`src/rtl/game_state_pkg.sv`:
```
// Shared game-flow state encoding for the controller and the HUD renderer.
// Contents: STATE_W, state_e (ST_IDLE..ST_OVER).
package game_state_pkg;

  localparam int STATE_W = 3;

  typedef enum logic [STATE_W-1:0] {
    ST_IDLE    = 3'd0,
    ST_PLAY    = 3'd1,
    ST_PAUSE   = 3'd2,
    ST_RESPAWN = 3'd3,
    ST_DEAD    = 3'd4,
    ST_OVER    = 3'd5
  } state_e;

endpackage

```
`src/rtl/game_state_ctrl_if.sv`:
```
// Event/status bundle between the input logic, game_state_ctrl and the HUD.
// master: drives start/pause/resume/die, reads status; slave: the controller.
interface game_state_ctrl_if
  import game_state_pkg::*;
#(
  parameter int LIVES_W = 2,
  parameter int TICK_W  = 16
) ();

  logic               start;
  logic               pause;
  logic               resume;
  logic               die;
  logic [STATE_W-1:0] state;
  logic [LIVES_W-1:0] lives;
  logic [TICK_W-1:0]  play_ticks;
  logic               game_over;
  logic               state_chg;

  modport master (
    output start, pause, resume, die,
    input  state, lives, play_ticks,
    input  game_over, state_chg
  );

  modport slave (
    input  start, pause, resume, die,
    output state, lives, play_ticks,
    output game_over, state_chg
  );

endinterface

```
`src/rtl/game_state_ctrl_edge_rise.sv`:
```
// edge_rise: 1-bit rising-edge detector, history resets to 1 so a level
// held through reset release does not fire. Ports: clk, reset, x_i, ev_o.
module edge_rise (
  input  logic clk,
  input  logic reset,
  input  logic x_i,
  output logic ev_o
);

  logic x_q;

  always_ff @(posedge clk or negedge reset) begin
    if (!reset) begin
      x_q <= 1'b1;
    end else begin
      x_q <= x_i;
    end
  end

  assign ev_o = x_i & ~x_q;

endmodule

```
`src/rtl/game_state_ctrl.sv`:
```
// game_state_ctrl: six-state game flow with lives, timed respawn, play-time
// counter. Ports: clk, reset (async, active-low), bus (slave modport).
// Optional: GAME_PAUSE_TIMEOUT_EN adds a PAUSE auto-abort to IDLE.
module game_state_ctrl
  import game_state_pkg::*;
#(
  parameter int LIVES_W       = 2,
  parameter int LIVES_INIT    = 3,
  parameter int RESPAWN_CYC   = 16,
  parameter int TICK_W        = 16,
  parameter int PAUSE_TIMEOUT = 1000
) (
  input logic         clk,
  input logic         reset,
  game_state_ctrl_if.slave bus
);

  localparam int RSP_W =
    (RESPAWN_CYC > 1) ? $clog2(RESPAWN_CYC) : 1;
  localparam logic [RSP_W-1:0] RSP_LOAD =
    RSP_W'(RESPAWN_CYC - 1);
  localparam logic [LIVES_W-1:0] LIVES_LD =
    LIVES_W'(LIVES_INIT);

`ifdef GAME_PAUSE_TIMEOUT_EN
  localparam int PT_W =
    (PAUSE_TIMEOUT > 1) ? $clog2(PAUSE_TIMEOUT) : 1;
  localparam logic [PT_W-1:0] PT_LAST =
    PT_W'(PAUSE_TIMEOUT - 1);
  logic [PT_W-1:0] pcnt_q;
`else
  // No pause counter in this build; the parameter is only referenced here.
  logic [31:0] unused_pt;
  assign unused_pt = 32'(PAUSE_TIMEOUT);
`endif

  logic ev_start;
  logic ev_pause;
  logic ev_resume;
  logic ev_die;

  edge_rise u_start (
    .clk  (clk),
    .reset(reset),
    .x_i  (bus.start),
    .ev_o (ev_start)
  );

  edge_rise u_pause (
    .clk  (clk),
    .reset(reset),
    .x_i  (bus.pause),
    .ev_o (ev_pause)
  );

  edge_rise u_resume (
    .clk  (clk),
    .reset(reset),
    .x_i  (bus.resume),
    .ev_o (ev_resume)
  );

  edge_rise u_die (
    .clk  (clk),
    .reset(reset),
    .x_i  (bus.die),
    .ev_o (ev_die)
  );

  state_e             state_q;
  logic [LIVES_W-1:0] lives_q;
  logic [TICK_W-1:0]  ticks_q;
  logic [RSP_W-1:0]   rsp_q;
  logic               go_q;
  logic               chg_q;

  always_ff @(posedge clk or negedge reset) begin
    if (!reset) begin
      state_q <= ST_IDLE;
      lives_q <= '0;
      ticks_q <= '0;
      rsp_q   <= '0;
      go_q    <= 1'b0;
      chg_q   <= 1'b0;
`ifdef GAME_PAUSE_TIMEOUT_EN
      pcnt_q  <= '0;
`endif
    end else begin
      go_q  <= 1'b0;
      chg_q <= 1'b0;

      // Every cycle spent in PLAY counts, including the exit cycle.
      if (state_q == ST_PLAY && !(&ticks_q)) begin
        ticks_q <= ticks_q + TICK_W'(1);
      end

      case (state_q)
        ST_IDLE: begin
          if (ev_start) begin
            state_q <= ST_PLAY;
            lives_q <= LIVES_LD;
            ticks_q <= '0;
            chg_q   <= 1'b1;
          end
        end

        ST_PLAY: begin
          if (ev_die) begin
            chg_q <= 1'b1;
            if (lives_q <= LIVES_W'(1)) begin
              state_q <= ST_OVER;
              lives_q <= '0;
              go_q    <= 1'b1;
            end else begin
              state_q <= ST_RESPAWN;
              lives_q <= lives_q - LIVES_W'(1);
              rsp_q   <= RSP_LOAD;
            end
          end else if (ev_pause) begin
            state_q <= ST_PAUSE;
            chg_q   <= 1'b1;
`ifdef GAME_PAUSE_TIMEOUT_EN
            pcnt_q  <= '0;
`endif
          end
        end

        ST_PAUSE: begin
          // Resume beats a timeout expiring on the same edge.
          if (ev_resume) begin
            state_q <= ST_PLAY;
            chg_q   <= 1'b1;
          end
`ifdef GAME_PAUSE_TIMEOUT_EN
          else if (pcnt_q == PT_LAST) begin
            state_q <= ST_IDLE;
            lives_q <= '0;
            chg_q   <= 1'b1;
          end else begin
            pcnt_q <= pcnt_q + PT_W'(1);
          end
`endif
        end

        ST_RESPAWN: begin
          // Loaded with RESPAWN_CYC-1 so the phase lasts RESPAWN_CYC cycles.
          if (rsp_q == '0) begin
            state_q <= ST_PLAY;
            chg_q   <= 1'b1;
          end else begin
            rsp_q <= rsp_q - RSP_W'(1);
          end
        end

        ST_OVER: begin
          if (ev_start) begin
            state_q <= ST_PLAY;
            lives_q <= LIVES_LD;
            ticks_q <= '0;
            chg_q   <= 1'b1;
          end
        end

        default: begin
          state_q <= ST_IDLE;
          chg_q   <= 1'b1;
        end
      endcase
    end
  end

  assign bus.state      = state_q;
  assign bus.lives      = lives_q;
  assign bus.play_ticks = ticks_q;
  assign bus.game_over  = go_q;
  assign bus.state_chg  = chg_q;

endmodule
```
`src/flat_wrapper.sv`:
```
// flat-port wrapper written by rule: the top's interface ports become plain ports
module game_state_ctrl_flat import game_state_pkg::*;
#(
  parameter int LIVES_W       = 2,
  parameter int LIVES_INIT    = 3,
  parameter int RESPAWN_CYC   = 16,
  parameter int TICK_W        = 16,
  parameter int PAUSE_TIMEOUT = 1000
)
  (clk, reset, bus_start, bus_pause, bus_resume, bus_die, bus_state, bus_lives, bus_play_ticks, bus_game_over, bus_state_chg);
  game_state_ctrl_if #(.LIVES_W(LIVES_W), .TICK_W(TICK_W)) bus_i ();
  input logic clk;
  input logic reset;
  input wire logic [$bits(bus_i.start)-1:0] bus_start;
  input wire logic [$bits(bus_i.pause)-1:0] bus_pause;
  input wire logic [$bits(bus_i.resume)-1:0] bus_resume;
  input wire logic [$bits(bus_i.die)-1:0] bus_die;
  output wire logic [$bits(bus_i.state)-1:0] bus_state;
  output wire logic [$bits(bus_i.lives)-1:0] bus_lives;
  output wire logic [$bits(bus_i.play_ticks)-1:0] bus_play_ticks;
  output wire logic [$bits(bus_i.game_over)-1:0] bus_game_over;
  output wire logic [$bits(bus_i.state_chg)-1:0] bus_state_chg;
  assign bus_i.start = bus_start;
  assign bus_i.pause = bus_pause;
  assign bus_i.resume = bus_resume;
  assign bus_i.die = bus_die;
  assign bus_state = bus_i.state;
  assign bus_lives = bus_i.lives;
  assign bus_play_ticks = bus_i.play_ticks;
  assign bus_game_over = bus_i.game_over;
  assign bus_state_chg = bus_i.state_chg;
  game_state_ctrl #(.LIVES_W(LIVES_W), .LIVES_INIT(LIVES_INIT), .RESPAWN_CYC(RESPAWN_CYC), .TICK_W(TICK_W), .PAUSE_TIMEOUT(PAUSE_TIMEOUT)) u_core (.clk(clk), .reset(reset), .bus(bus_i));
endmodule
```
`config.mk`:
```
export PLATFORM = sky130hd
export DESIGN_NAME = game_state_ctrl_flat
export DESIGN_NICKNAME = d
export VERILOG_FILES = /design/src/rtl/game_state_pkg.sv /design/src/rtl/game_state_ctrl_if.sv /design/src/rtl/game_state_ctrl_edge_rise.sv /design/src/rtl/game_state_ctrl.sv /design/src/flat_wrapper.sv
export SDC_FILE = /design/constraint.sdc
export NUM_CORES = 1
export LEC_CHECK = 0
export BUFFER_PORTS_ARGS = -buffer_cell sky130_fd_sc_hd__buf_2
export CORE_AREA = 2 2 67 69
export DETAILED_ROUTE_END_ITERATION = 7
export DIE_AREA = 0 0 69 71
export HOLD_SLACK_MARGIN = 0.03
export PLACE_DENSITY = 0.57
export SYNTH_ARGS = -nofsm -noshare
export SYNTH_HDL_FRONTEND = slang
export SYNTH_SLANG_ARGS = --single-unit
```
`constraint.sdc`:
```
create_clock -name clk -period 3.8 [get_ports clk]
set_input_delay 0 -clock clk [delete_from_list [all_inputs] [get_ports clk]]
set_output_delay 0 -clock clk [all_outputs]
set_load 0.05 [all_outputs]
```
# ---- Word-level counts from Yosys, hierarchy flattened
# Index checks and enable logic that the tools add are counted.
dict set report totals {
  input_bits 6
  ff_bits 31
}
dict set report classes {
  n_reduce_logical 11
  n_eq_ne 11
  mux 27
  bitwise 8
  add_sub_neg 3
  magnitude_cmp 1
}
# op n
set ops {}
lappend ops {{$mux 16} 3}
lappend ops {{$mux 3} 6}
lappend ops {{$add 16x1->16 const B} 1}
lappend ops {{$reduce_and 16->1} 1}
lappend ops {{$mux 4} 3}
lappend ops {{$pmux 3 s4} 1}
lappend ops {{$mux 1} 8}
lappend ops {{$ne 2x1->1 const B} 4}
lappend ops {{$pmux 4 s2} 1}
lappend ops {{$reduce_and 4->1} 2}
lappend ops {{$eq 3x2->1 const B} 2}
lappend ops {{$mux 2} 3}
lappend ops {{$and 1x1->1} 4}
lappend ops {{$logic_not 4->1} 1}
lappend ops {{$ne 2x2->1 const B} 2}
lappend ops {{$not 1->1} 4}
lappend ops {{$pmux 1 s4} 1}
lappend ops {{$pmux 2 s2} 1}
lappend ops {{$reduce_bool 2->1} 2}
lappend ops {{$sub 4x1->4 const B} 1}
lappend ops {{$eq 3x1->1 const B} 1}
lappend ops {{$eq 3x3->1 const B} 1}
lappend ops {{$logic_not 3->1} 1}
lappend ops {{$ne 3x1->1 const B} 1}
lappend ops {{other kinds (6)} 6}

# ---- Depth between registers and ports, before layout
dict set report depth {
  word_depth 6
  ltp_mapped 6
}

# ---- Modules after synthesis
# A second synthesis with hierarchy kept.
dict set report hier_totals {
  cells_unflattened 171
  area_unflattened_um2 1655.3
}
# mod area_each_um2 n_inst seq_area_each_um2 cells_each
set by_module_without_submodules {}
lappend by_module_without_submodules {game_state_ctrl 1495.2 1 675.6 163}
lappend by_module_without_submodules {edge_rise 40.0 4 26.3 2}

# ---- Least setup slack after synthesis
# Ideal clock, no wire load.
dict set report synth_timing {
  path_kind {register to register}
  start {register u_core.ticks_q[0], in the netlist u_core.bus.play_ticks[0]}
  end {register u_core.ticks_q[1], in the netlist u_core.bus.play_ticks[1]}
  synth_period_minus_slack_ns 2.191
  arrival_time_ns 2.059
  path_buffers 1
  stages_incl_launch_ff 7
  setup_slack_ns 1.609
  required_time_ns 3.668
  path_cell_list {dfrtp_1 -> ha_1 -> nand4_1 -> o41ai_4 -> buf_6 -> mux2i_1 -> nor2_1}
}
dict set report synth_between {
  elab_chain_cells 6
  word_cells_on_any_way 7
}
# element line
set synth_rtl {}
lappend synth_rtl {{from (decl)} game_state_ctrl.sv:72} ;# logic [TICK_W-1:0] ticks_q;
lappend synth_rtl {{from (signal assigned)} game_state_ctrl.sv:94} ;# ticks_q <= ticks_q + TICK_W'(1);
lappend synth_rtl {{branches (longest 3 deep; another with $add 16x1->16)} n/a}
lappend synth_rtl {{$mux 16 *} game_state_ctrl.sv:93} ;# if (state_q == ST_PLAY && !(&ticks_q)) begin
lappend synth_rtl {{$mux 16} {game_state_ctrl.sv:99, game_state_ctrl.sv:156}}
lappend synth_rtl {{$mux 16 *} n/a}
# Every way passes the cells marked *.
# A chain may end at the register's enable or synchronous reset.

# ---- Final worst setup path
# Ends and elaborated chain as after synthesis.

==> results.ini <==
[synthesis]
synth_nets=167
ys_types=40
synth_edf_count=0
ys.flop_type=dfrtp_1
yosys_warnings=0
yosysMostFrequentCell=dfrtp_1
synth_area_leaders=dfrtp_1 (42%), dfstp_2 (6.6%), a21oi_1 (3.8%)
netlist_top_cells_count=dfrtp_1 (27), nand2_1 (14), a21oi_1 (12), o21ai_0 (9)
async_flop_share=1.00
synth_cells=159
synth_area_per_cell_um2=10.0
synth_top_area_cell=dfrtp_1
synth_seq_cells=31
yosysSeqAreaShare=0.489
synth_area_um2=1600
synth_top_area_share=0.423

[floorplan]
initial_utilization=0.380
die_x_um=69
row_count=24
ios=29
die_h_um=71
core_um2=4200
dieArea_um2=4900

[pwr]
share_seq_of_total_power=0.349
switching_share=0.512
ir_worst_vdd_v=0.000429
p_sw_w=0.000933
leakagePower_nw=0.837
intPower_w=0.000889
power_density_nw_per_um2=945
clkPwrFrac=0.155
combinationalPowerShare=0.496

[cells_and_area]
drive_above_1_share=0.224
fin_nets=203
register_area_um2=781
final_core_util=0.459
area_growth_pct=20.7
n_fill_cell=396
diodes=0
multi_input_area_um2=773

[sta]
finalCriticalPeriod_ns=2.22
slew_headroom=0.452
setup_viol_count_final=0
slew_violations=0
fin_tns_setup_ns=0
finalCritPeriodShare=0.585
finClkSkew_ns=0.00676
fmax_mhz=450
rsz0062_at_grt=no
hold_viol=0
worstMarginPinSlew_ns=0.819

[global_route]
overflow=0
grt_usage=0.162
grt_pass1_wl_um=6310
antenna_found_initial=0
grt_start_max_net_pins=32
first_global_vias=1429

[flow_run]
cap_violations=0

[setup_path]
max_stage_delay_ns=0.84
crit_chain=ha_1, nand4_1, o41ai_4, mux2i_1, nor2_1
crit_path_start_kind=register
path_class=reg2reg
cp_slowest_cell=o41ai_4
crit_fanout=16
critPathTopFamily=compound AO/OA/AOI/OAI gates
crit_path_end_kind=register
worst-path-buf-inv=0
crit_arrival_ns=2.37
required_ns=3.95

[detailed_routing]
dr.pass1.iters=4
post_drt_wl_per_cell_um=14.2
drt-initial-drc-count=76
avgViaCountPerCell=5.54
drt_wl_total_um=3530
drc=0
postRouteAntennaNets=0
vias=1375

[clocking]
cts_root_buffer=clkbuf_8
cts_tree=built
cts_buffers=5
clock-sinks=31
htree_levels=2
worstSkewPairLatency_ns=0.28
clk_path_buf_depth=2
clkSlewWorstSetupHoldPaths_ns=0.07
cts_setup_buffers=0

[hold_path]
min-delay-path-class=in2async

[status]
outcome=complete, no violations

[placement]
gp_routability_congestion=0.829
io_buffers=28
hpwl_um=2510

flip-flops by register name, indices dropped and copies added, names as in the netlist:
register / flops
u_core.u_start.x_q: 1
u_core.rsp_q: 4
u_core.bus.lives: 2
u_core.u_resume.x_q: 1
u_core.bus.state_chg: 1
u_core.u_pause.x_q: 1
u_core.bus.game_over: 1
u_core.u_die.x_q: 1
u_core.bus.play_ticks: 16
u_core.bus.state: 3
layout by cell type (no fill, tap or decap), types with 2 or more instances in the layout:
master         Yosys  final
a211oi_1           2      2
a21oi_1           12     12
and2_1             2      2
and3_1             3      3
and4_1             3      3
buf_2              2     28
clkbuf_8           0      7
dfrtp_1           27     27
dfstp_2            4      4
dlygate4sd3_1      0      5
ha_1               2      2
inv_1              5      5
mux2i_1            3      3
nand2_1           14     14
nand2b_1           2      2
nand3_1            7      7
nand4_1            5      5
nor2_1             4      4
nor2b_1            3      3
nor3_1             8      8
nor3b_1            3      3
o211ai_1           4      4
o21ai_0            9      9
o21ai_1            2      2
o22ai_1            2      2
o31ai_1            8      8
or3_1              5      5
or4_1              4      4
cell families after synthesis:
kind of cell / after synthesis / share of synthesized area
simple gates: 68 / 0.252
compound gates: 44 / 0.186
flops: 31 / 0.489
buf+inv: 9 / 0.0274
mux: 3 / 0.0188
xor+xnor: 2 / 0.0110
fa+ha+maj: 2 / 0.0157
area by class of cell:
cell class / count / area share
flip-flops and latches: 31 / 0.405
repair buffers: 33 / 0.0986
inverters: 5 / 0.00973
well taps: 52 / 0.0337
multi-input cells: 119 / 0.401
clock buffers: 8 / 0.0519
worst reg2reg max path, delay by kind of cell (launching register included):
kind / cells / cell delay, ns
flops: 1 / 0.44
compound gates: 1 / 0.84
mux: 1 / 0.26
fa+ha+maj: 1 / 0.25
simple gates: 2 / 0.30
power by group through the flow:
| stage | combinational, W | sequential, W | clock, W |
|---|---|---|---|
| after global routing | 0.000984 | 0.000664 | 0.000315 |
| after detailed placement | 0.000909 | 0.000636 | 0 |
| after global placement | 0.000889 | 0.000626 | 0 |
| after floorplan | 0.000395 | 0.000940 | 0 |
| final | 0.000903 | 0.000635 | 0.000283 |
| after CTS | 0.000914 | 0.000632 | 0.000295 |
layer usage:
layer / up-vias / GRT usage / wire length (µm) / share of wire
met3: 5 / 0.0627 / 148 / 0.042
met4: 0 / 0.0697 / 38 / 0.011
met5: - / 0 / 0 / 0
met2: 28 / 0.282 / 1820 / 0.52
met1: 664 / 0.177 / 1520 / 0.43
li1: 678 / - / - / -
what timing repair did:
action / CTS / global route
setup endpoints to repair: 0 / 0
endpoints found under the hold margin: 31 / 0
gates resized for setup: 0 / 0
hold buffers: 5 / 0
stage by stage:
stage | area, µm² | setup WS, ns | power, W | hold WS, ns | instances
2_1_floorplan | 1600 | 1.61 | 0.00134 | -0.296 | 159
3_3_place_gp | 1780 | 1.72 | 0.00151 | 0.0796 | 235
5_1_grt | 1930 | 1.43 | 0.00196 | 0.360 | 248
3_5_place_dp | 1780 | 1.62 | 0.00155 | 0.0917 | 235
6_report | 1930 | 1.58 | 0.00182 | 0.302 | 248
4_1_cts | 1930 | 1.60 | 0.00184 | 0.331 | 248
final timing paths:
| check | startpoint | endpoint | slack (ns) | cells after the start |
|---|---|---|---|---|
| max in group asynchronous | reset | u_core.bus.game_over | 3.05 | 2 |
| min reg2reg | u_core.bus.lives[0] | u_core.bus.lives[0] | 0.53 | 1 |
| max | u_core.bus.play_ticks[0] | u_core.bus.play_ticks[1] | 1.58 | 5 |
| min in group clk | bus_pause | u_core.u_pause.x_q | 0.38 | 2 |
| min | reset | u_core.bus.play_ticks[9] | 0.30 | 2 |
| max reg2reg | u_core.bus.play_ticks[0] | u_core.bus.play_ticks[1] | 1.58 | 5 |
Note: power is estimated with default switching activity, not from simulation.
